<file path="config.mk">
export PLATFORM = sky130hd
export DESIGN_NAME = seq_mul_nb
export DESIGN_NICKNAME = d
export VERILOG_FILES = /design/src/rtl/seq_mul_pkg.sv /design/src/rtl/seq_mul_step.sv /design/src/rtl/seq_mul_nb.sv
export SDC_FILE = /design/constraint.sdc
export NUM_CORES = 1
export LEC_CHECK = 0
export CORE_AREA = 2 2 82 84
export DETAILED_ROUTE_END_ITERATION = 8
export DIE_AREA = 0 0 84 86
export PLACE_DENSITY = 0.78
export SLEW_MARGIN = 20
export SYNTH_ARGS = -nofsm -noshare
export SYNTH_HDL_FRONTEND = slang
export SYNTH_SLANG_ARGS = --single-unit
</file>
<file path="constraint.sdc">
create_clock -name clk -period 5.3 [get_ports clk]
set_input_delay 1.06 -clock clk [delete_from_list [all_inputs] [get_ports clk]]
set_output_delay 1.06 -clock clk [all_outputs]
set_load 0.03 [all_outputs]
</file>
<file path="src/rtl/seq_mul_pkg.sv">
// seq_mul_pkg: shared types and sizing helpers for the iterative multiplier.
// Optional macro SEQ_MUL_EARLY_EXIT_EN is consumed by seq_mul_nb.
package seq_mul_pkg;

  typedef enum logic [1:0] {
    IDLE = 2'd0,
    BUSY = 2'd1,
    DONE = 2'd2
  } state_e;

  function automatic int cnt_w(input int width);
    return $clog2(width + 1);
  endfunction

  function automatic int prod_w(input int width);
    return 2 * width;
  endfunction

endpackage

</file>
<file path="src/rtl/seq_mul_step.sv">
// seq_mul_step: one shift-add iteration, purely combinational.
// Reusable as a stage of an unrolled or pipelined multiplier.
module seq_mul_step
  import seq_mul_pkg::*;
#(
  parameter int WIDTH = 8
) (
  input  logic [2*WIDTH-1:0] acc_i,
  input  logic [2*WIDTH-1:0] a_i,
  input  logic [WIDTH-1:0]   b_i,
  output logic [2*WIDTH-1:0] acc_o,
  output logic [2*WIDTH-1:0] a_o,
  output logic [WIDTH-1:0]   b_o
);

  assign acc_o = b_i[0] ? acc_i + a_i : acc_i;
  assign a_o   = a_i << 1;
  assign b_o   = b_i >> 1;

endmodule

</file>
<file path="src/rtl/seq_mul_nb.sv">
// seq_mul_nb: iterative shift-add unsigned multiplier, valid/ready streams.
// Define SEQ_MUL_EARLY_EXIT_EN to finish as soon as the multiplier is drained.
module seq_mul_nb
  import seq_mul_pkg::*;
#(
  parameter int WIDTH = 8
) (
  input  logic                 clk,
  input  logic                 rst,
  input  logic                 in_valid,
  output logic                 in_ready,
  input  logic [WIDTH-1:0]     in_a,
  input  logic [WIDTH-1:0]     in_b,
  output logic                 out_valid,
  input  logic                 out_ready,
  output logic [2*WIDTH-1:0]   out
);

  localparam int PROD_W = prod_w(WIDTH);
  localparam int CNT_W  = cnt_w(WIDTH);

  state_e              state_q, state_d;
  logic [PROD_W-1:0]   acc_q, acc_d;
  logic [PROD_W-1:0]   a_q, a_d;
  logic [WIDTH-1:0]    b_q, b_d;
  logic [CNT_W-1:0]    cnt_q, cnt_d;
  logic [PROD_W-1:0]   out_q, out_d;

  logic [PROD_W-1:0]   acc_nx, a_nx;
  logic [WIDTH-1:0]    b_nx;
  logic                fin;

  seq_mul_step #(
    .WIDTH (WIDTH)
  ) u_step (
    .acc_i (acc_q),
    .a_i   (a_q),
    .b_i   (b_q),
    .acc_o (acc_nx),
    .a_o   (a_nx),
    .b_o   (b_nx)
  );

  // Finishing takes its own edge; early exit needs one iteration first.
`ifdef SEQ_MUL_EARLY_EXIT_EN
  assign fin = (cnt_q == CNT_W'(WIDTH)) ||
               ((cnt_q != '0) && (b_q == '0));
`else
  assign fin = (cnt_q == CNT_W'(WIDTH));
`endif

  always_comb begin
    state_d = state_q;
    acc_d   = acc_q;
    a_d     = a_q;
    b_d     = b_q;
    cnt_d   = cnt_q;
    out_d   = out_q;
    case (state_q)
      IDLE: begin
        if (in_valid) begin
          state_d = BUSY;
          acc_d   = '0;
          a_d     = {{WIDTH{1'b0}}, in_a};
          b_d     = in_b;
          cnt_d   = '0;
        end
      end
      BUSY: begin
        if (fin) begin
          state_d = DONE;
          out_d   = acc_q;
        end else begin
          acc_d = acc_nx;
          a_d   = a_nx;
          b_d   = b_nx;
          cnt_d = cnt_q + CNT_W'(1);
        end
      end
      DONE: begin
        if (out_ready) begin
          state_d = IDLE;
        end
      end
      default: state_d = IDLE;
    endcase
  end

  always_ff @(posedge clk) begin
    if (rst) begin
      state_q <= IDLE;
      acc_q   <= '0;
      a_q     <= '0;
      b_q     <= '0;
      cnt_q   <= '0;
      out_q   <= '0;
    end else begin
      state_q <= state_d;
      acc_q   <= acc_d;
      a_q     <= a_d;
      b_q     <= b_d;
      cnt_q   <= cnt_d;
      out_q   <= out_d;
    end
  end

  assign in_ready  = (state_q == IDLE);
  assign out_valid = (state_q == DONE);
  assign out       = out_q;

endmodule

</file>
-- After elaboration in Yosys (flattened, before gate mapping)
Cells that the tools add are included.
- equal/unequal tests: 8
- mux-type cells: 17
- reductions and logical operators: 6
- add/sub/neg operators: 2
- operators with widths (kind ; count):
    16-bit 2-to-1 mux ; 5
    16-bit case mux with 2 select lines ; 2
    16-bit adder ; 1
    8-bit 2-to-1 mux ; 2
    8-bit case mux with 2 select lines ; 1
    4-bit 2-to-1 mux ; 2
    2-bit != test (second input constant) ; 4
    4-bit case mux with 2 select lines ; 1
    2-bit 2-to-1 mux ; 3
    2-bit case mux with 3 select lines ; 1
    3-bit AND reduction ; 2
    4-bit by 1-bit adder with 4-bit output (second input constant) ; 1
    4-bit equality test (second input constant) ; 1
    4-bit AND reduction ; 1
    2-bit by 1-bit equality test with 1-bit output (second input constant) ; 1
    2-bit equality test (second input constant) ; 1
    2-bit zero test ; 1
    2-bit by 1-bit != test with 1-bit output (second input constant) ; 1
    2-bit AND reduction ; 1
    2-bit nonzero test ; 1
- bits in registers: 62
- logic and storage cells: 39
- output and inout bits: 18
- bits of input ports: 20

-- Longest topological paths before layout
- depth in word-level cells: 4
- gate-level depth with buffers: 10
- mapped depth without buffers: 10

-- Hierarchy
Synthesis repeated with hierarchy kept, for this count alone.
- cell total of the unflattened synthesis: 395
- area, all modules: 3604.7 µm²
- by module, submodules not included (module ; sequential area each (µm²) ; cells each ; area an instance (µm²) ; instances):
    seq_mul_nb ; 1241.2 ; 255 ; 2458.6 ; 1
    seq_mul_step ; 0.0 ; 140 ; 1146.1 ; 1

-- Least setup slack after synthesis
Ideal clock, no wire load.
- kind: input -> register
- start: in in_valid
- end: reg acc_q[8]
- stages on the path: 7
- path slack: 3.154 ns
- arrival: 2.018 ns
- path through: nor2_1 > a211oi_2 > o21ai_1 > buf_2 > buf_2 > a22oi_1 > nor2_1
- longest elaborated chain between the ends: 2
- ends and longest elaborated chain (element ; RTL line ; text):
    start: declaration ; seq_mul_nb.sv:10 ; input logic in_valid,
    2-bit != test (no source line) ; -- ;
    4-bit AND reduction (no source line) ; -- ;
    end signal: assignment ; seq_mul_nb.sv:92 ; acc_q <= '0;
    end signal: assignment ; seq_mul_nb.sv:99 ; acc_q <= acc_d;
    end: declaration ; seq_mul_nb.sv:23 ; logic [PROD_W-1:0] acc_q, acc_d;
Every way passes these cells.
A chain may end at the register's enable or synchronous reset.

-- Worst setup path after layout
- start: in in_valid
- end: reg acc_q[15]
Same word-level chain as after synthesis.

==> flow_summary_export.csv <==
group,metric,value,unit
synth,asyncSetResetFlopFracSynth,0,%
timing,grt_setup_unrepaired,"no",
drt,via_per_inst,5.56,
timing,finalSetupViolCount,0,
layout,antennaDiodeCount,0,
timing,max-slew-margin-rel,37.6,%
layout,mostFrequentLayoutCell,"nand2_1",
drt,dr.pass1.iters,4,
layout,finished_cell_area,3690,um^2
place,hpwlAfterDp,4.76,mm
synth,synth_ff_type,"dfxtp_1",
timing,final_max_slew_viol_count,0,
clocking,clk_root_buffer_cell,"clkbuf_8",
layout,final-seq-area,1240,um^2
worst_hold_path,timing.hold.worst_endpoint,"out[11]",
timing,final.setup_skew,10.4,ps
setup_path,r2r_setup_slk,2420,ps
synth,synth-edff-count,0,
worst_hold_path,hold_path.startpoint,"out[11]",
drt,postRouteAntennaNets,0,
clocking,holdBufCountCts,0,
clocking,cts_tree,"built",
worst_hold_path,worstHoldPathType,"reg -> reg",
flow_run,maxCapViolCount,0,
setup_path,path_cells,"clkdlybuf4s50_1 > nor2_1 > a211oi_4 > buf_4 > o21ai_1 > buf_4 > nor2_1 > nand4_1 > a31oi_1",
drt,drcViolationCount,0,
power_and_ir_drop,p_per_area,289,nW/um^2
place,io_buffers,37,
global_route,overflow,0,
clocking,post_cts.repair.setup_buffers,0,
global_route,grt_pass1_wl,11.8,mm
layout,num-fill-cells,550,
setup_path,cp_slowest_cell,"clkdlybuf4s50_1",
run_status,run_status,"finished clean",
synth,syn_avg_cell_area,7.94,um^2
floorplan,initial_core_util,48.8,%
synth,yosysWarnings,0,
global_route,total_global_routing_track_utilization,20.5,%
floorplan,io_pins,38,
setup_path,r2r_end,"acc_q[15]",
setup_path,critical_path.startpoint_type,"primary input",
clocking,clock-sinks,62,
synth,ys_ff_latch,62,
floorplan,fp.dieArea,7220,um^2
synth,yosysUniqueCellTypes,45,
place,placedCellCount,481,
power_and_ir_drop,power.static_leakage,1.44,nW
clocking,ctsResizeCount,0,
layout,finalNetCount,453,
synth,synth.yosys.seq_area_share,40.5,%
timing,fmaxAchievable,0.312,GHz
clocking,cts.reportedPaths.clkPinSlew,70,ps
synth,mappedNetlistArea,3060,um^2
setup_path,cp.required,5570,ps
floorplan,die_width,84,um
floorplan,placementRows,29,
place,pre_cts_ws,1790,ps
synth,syn_nets,424,
setup_path,timing.critical_path.fanout_max,40,
clocking,cts_inserted_buffers,9,
timing,final.hold.worst_slack,454,ps
place,dpl-instance-area,3460,um^2
drt,vias,2763,
global_route,initial_antenna_violation_count,0,
layout,layout_common_cells,"84 x nand2_1, 62 x dfxtp_1, 45 x a21oi_1",
clocking,cts_max_path_buffers,2,
setup_path,cp_slowest_stage_delay,460,ps
layout,post_route_cells_drive_above_1_share,6.43,%
global_route,maximum_number_of_pins_on_one_net_before_global_route_repair,41,
setup_path,endpoint_kind,"register",
timing,finalCriticalPeriod,3210,ps
worst_hold_path,timing.hold.worst_path_depth,2,
floorplan,die_height,86,um
layout,synthToLayoutAreaGrowth,20.6,%
synth,netlist_instances,386,
timing,smallest_setup_slack_after_layout,2090,ps
timing,tns,0,ps
floorplan,core-area,6280,um^2
clocking,clock_insertion_delay_worst_skew,350,ps
setup_path,worst-endpoint-arrival,3470,ps
setup_path,regToRegStartpoint,"cnt_q[0]",
place,placer_s_final_routability_congestion_estimate,0.889,
timing,max_slew.worst_pin.slew,936,ps
setup_path,critPathKind,"in -> reg",
drt,detail_route.wirelength,7.03,mm
setup_path,worstRegToRegCells,10,
power_and_ir_drop,vdd_drop_max,181,uV
timing,crit_share_post_route,60.5,%
layout,multi_input_area,1710,um^2
clocking,cts_htree_levels,3,
global_route,grt_pass1_vias,2591,
layout,layoutNonFillerInstCount,497,
timing,report.final.hold_viol_count,0,
drt,dr.first_iter.drc_count,175,
drt,wl_per_cell,14.1,um
routing by layer:
layer	wire length, um	share of wire [%]	global-route usage (%)	vias to the layer above
met1	3200	46	25.1	1294
met3	267	3.8	2.79	14
li1	-	-	-	1401
met4	198	2.8	12.2	0
met5	0	0	0	-
met2	3360	48	34.4	54
critical path, delay by kind of cell:
family / cells / cell delay (ps)
buffers and inverters: 3 / 1140
and+or+nand+nor: 3 / 470
AOI/OAI and AO/OA: 3 / 770
synthesized netlist by cell type (2+ instances only):
cell,n,area share [%]
a211o_1,2,0.57
nand3_1,13,2.1
buf_2,6,0.98
o211ai_1,2,0.49
xnor2_1,3,0.86
nand4_1,4,0.82
a31oi_1,2,0.41
nor3_1,10,1.6
o2111ai_1,2,0.57
a22oi_1,6,1.5
dfxtp_1,62,41
clkbuf_1,14,1.7
buf_1,2,0.25
o21ai_0,8,1.3
xor2_1,10,2.9
and2_1,3,0.61
inv_1,6,0.74
nand3b_1,2,0.49
a21oi_1,45,7.4
nor2b_1,6,1.2
nand2_1,84,10
and3_1,2,0.41
nor2_1,38,4.7
a22o_1,3,0.86
nand2b_1,3,0.61
ha_1,17,6.9
a311oi_1,13,3.7
registers in the layout, indices dropped and copies added, names as in the netlist:
name	cells
a_q	16
acc_q	16
b_q	8
cnt_q	4
out	16
state_q	2
area by class of cell:
cell class                 instances  share of cell area, %
multi-input combinational        295                   46.2
inverter                           6                  0.610
timing repair buffer              41                   10.7
tap                               77                   2.61
clock buffer                      10                   3.73
sequential                        62                   33.6
clock inverter                     6                   2.54
cells by family after synthesis:
family,Yosys count,share of synthesized area [%]
flip-flops,62,40.5
AND/OR/NAND/NOR,170,24.1
buffers and inverters,29,4.00
adder cells (fa/ha/maj),18,7.60
multiplexers,1,0.327
XOR/XNOR,13,3.72
AO/OA/AOI/OAI,93,19.7
report_power, final:
group | switching, mW | total, mW | internal (mW)
combinational | 0.0576 | 0.0961 | 0.0385
sequential | 0.0106 | 0.489 | 0.479
clock | 0.203 | 0.484 | 0.281
total | 0.271 | 1.07 | 0.798
worst max path at each step:
| stage | startpoint | end |
|---|---|---|
| after CTS | in_valid | acc_q[15] |
| after global routing | in_valid | acc_q[15] |
| after global placement | in_valid | acc_q[15] |
| final | in_valid | acc_q[15] |
| after detailed placement | in_valid | acc_q[15] |
| after floorplan | in_valid | acc_q[8] |
through the flow:
stage | util [%] | total power, mW
finish | 58.8 | 1.07
global route | 58.8 | 1.11
CTS | 58.8 | 1.07
detailed placement | 55.2 | 0.596
global placement | 55.2 | 0.592
floorplan | - | 0.563
Power figures use the tool's default switching activity.
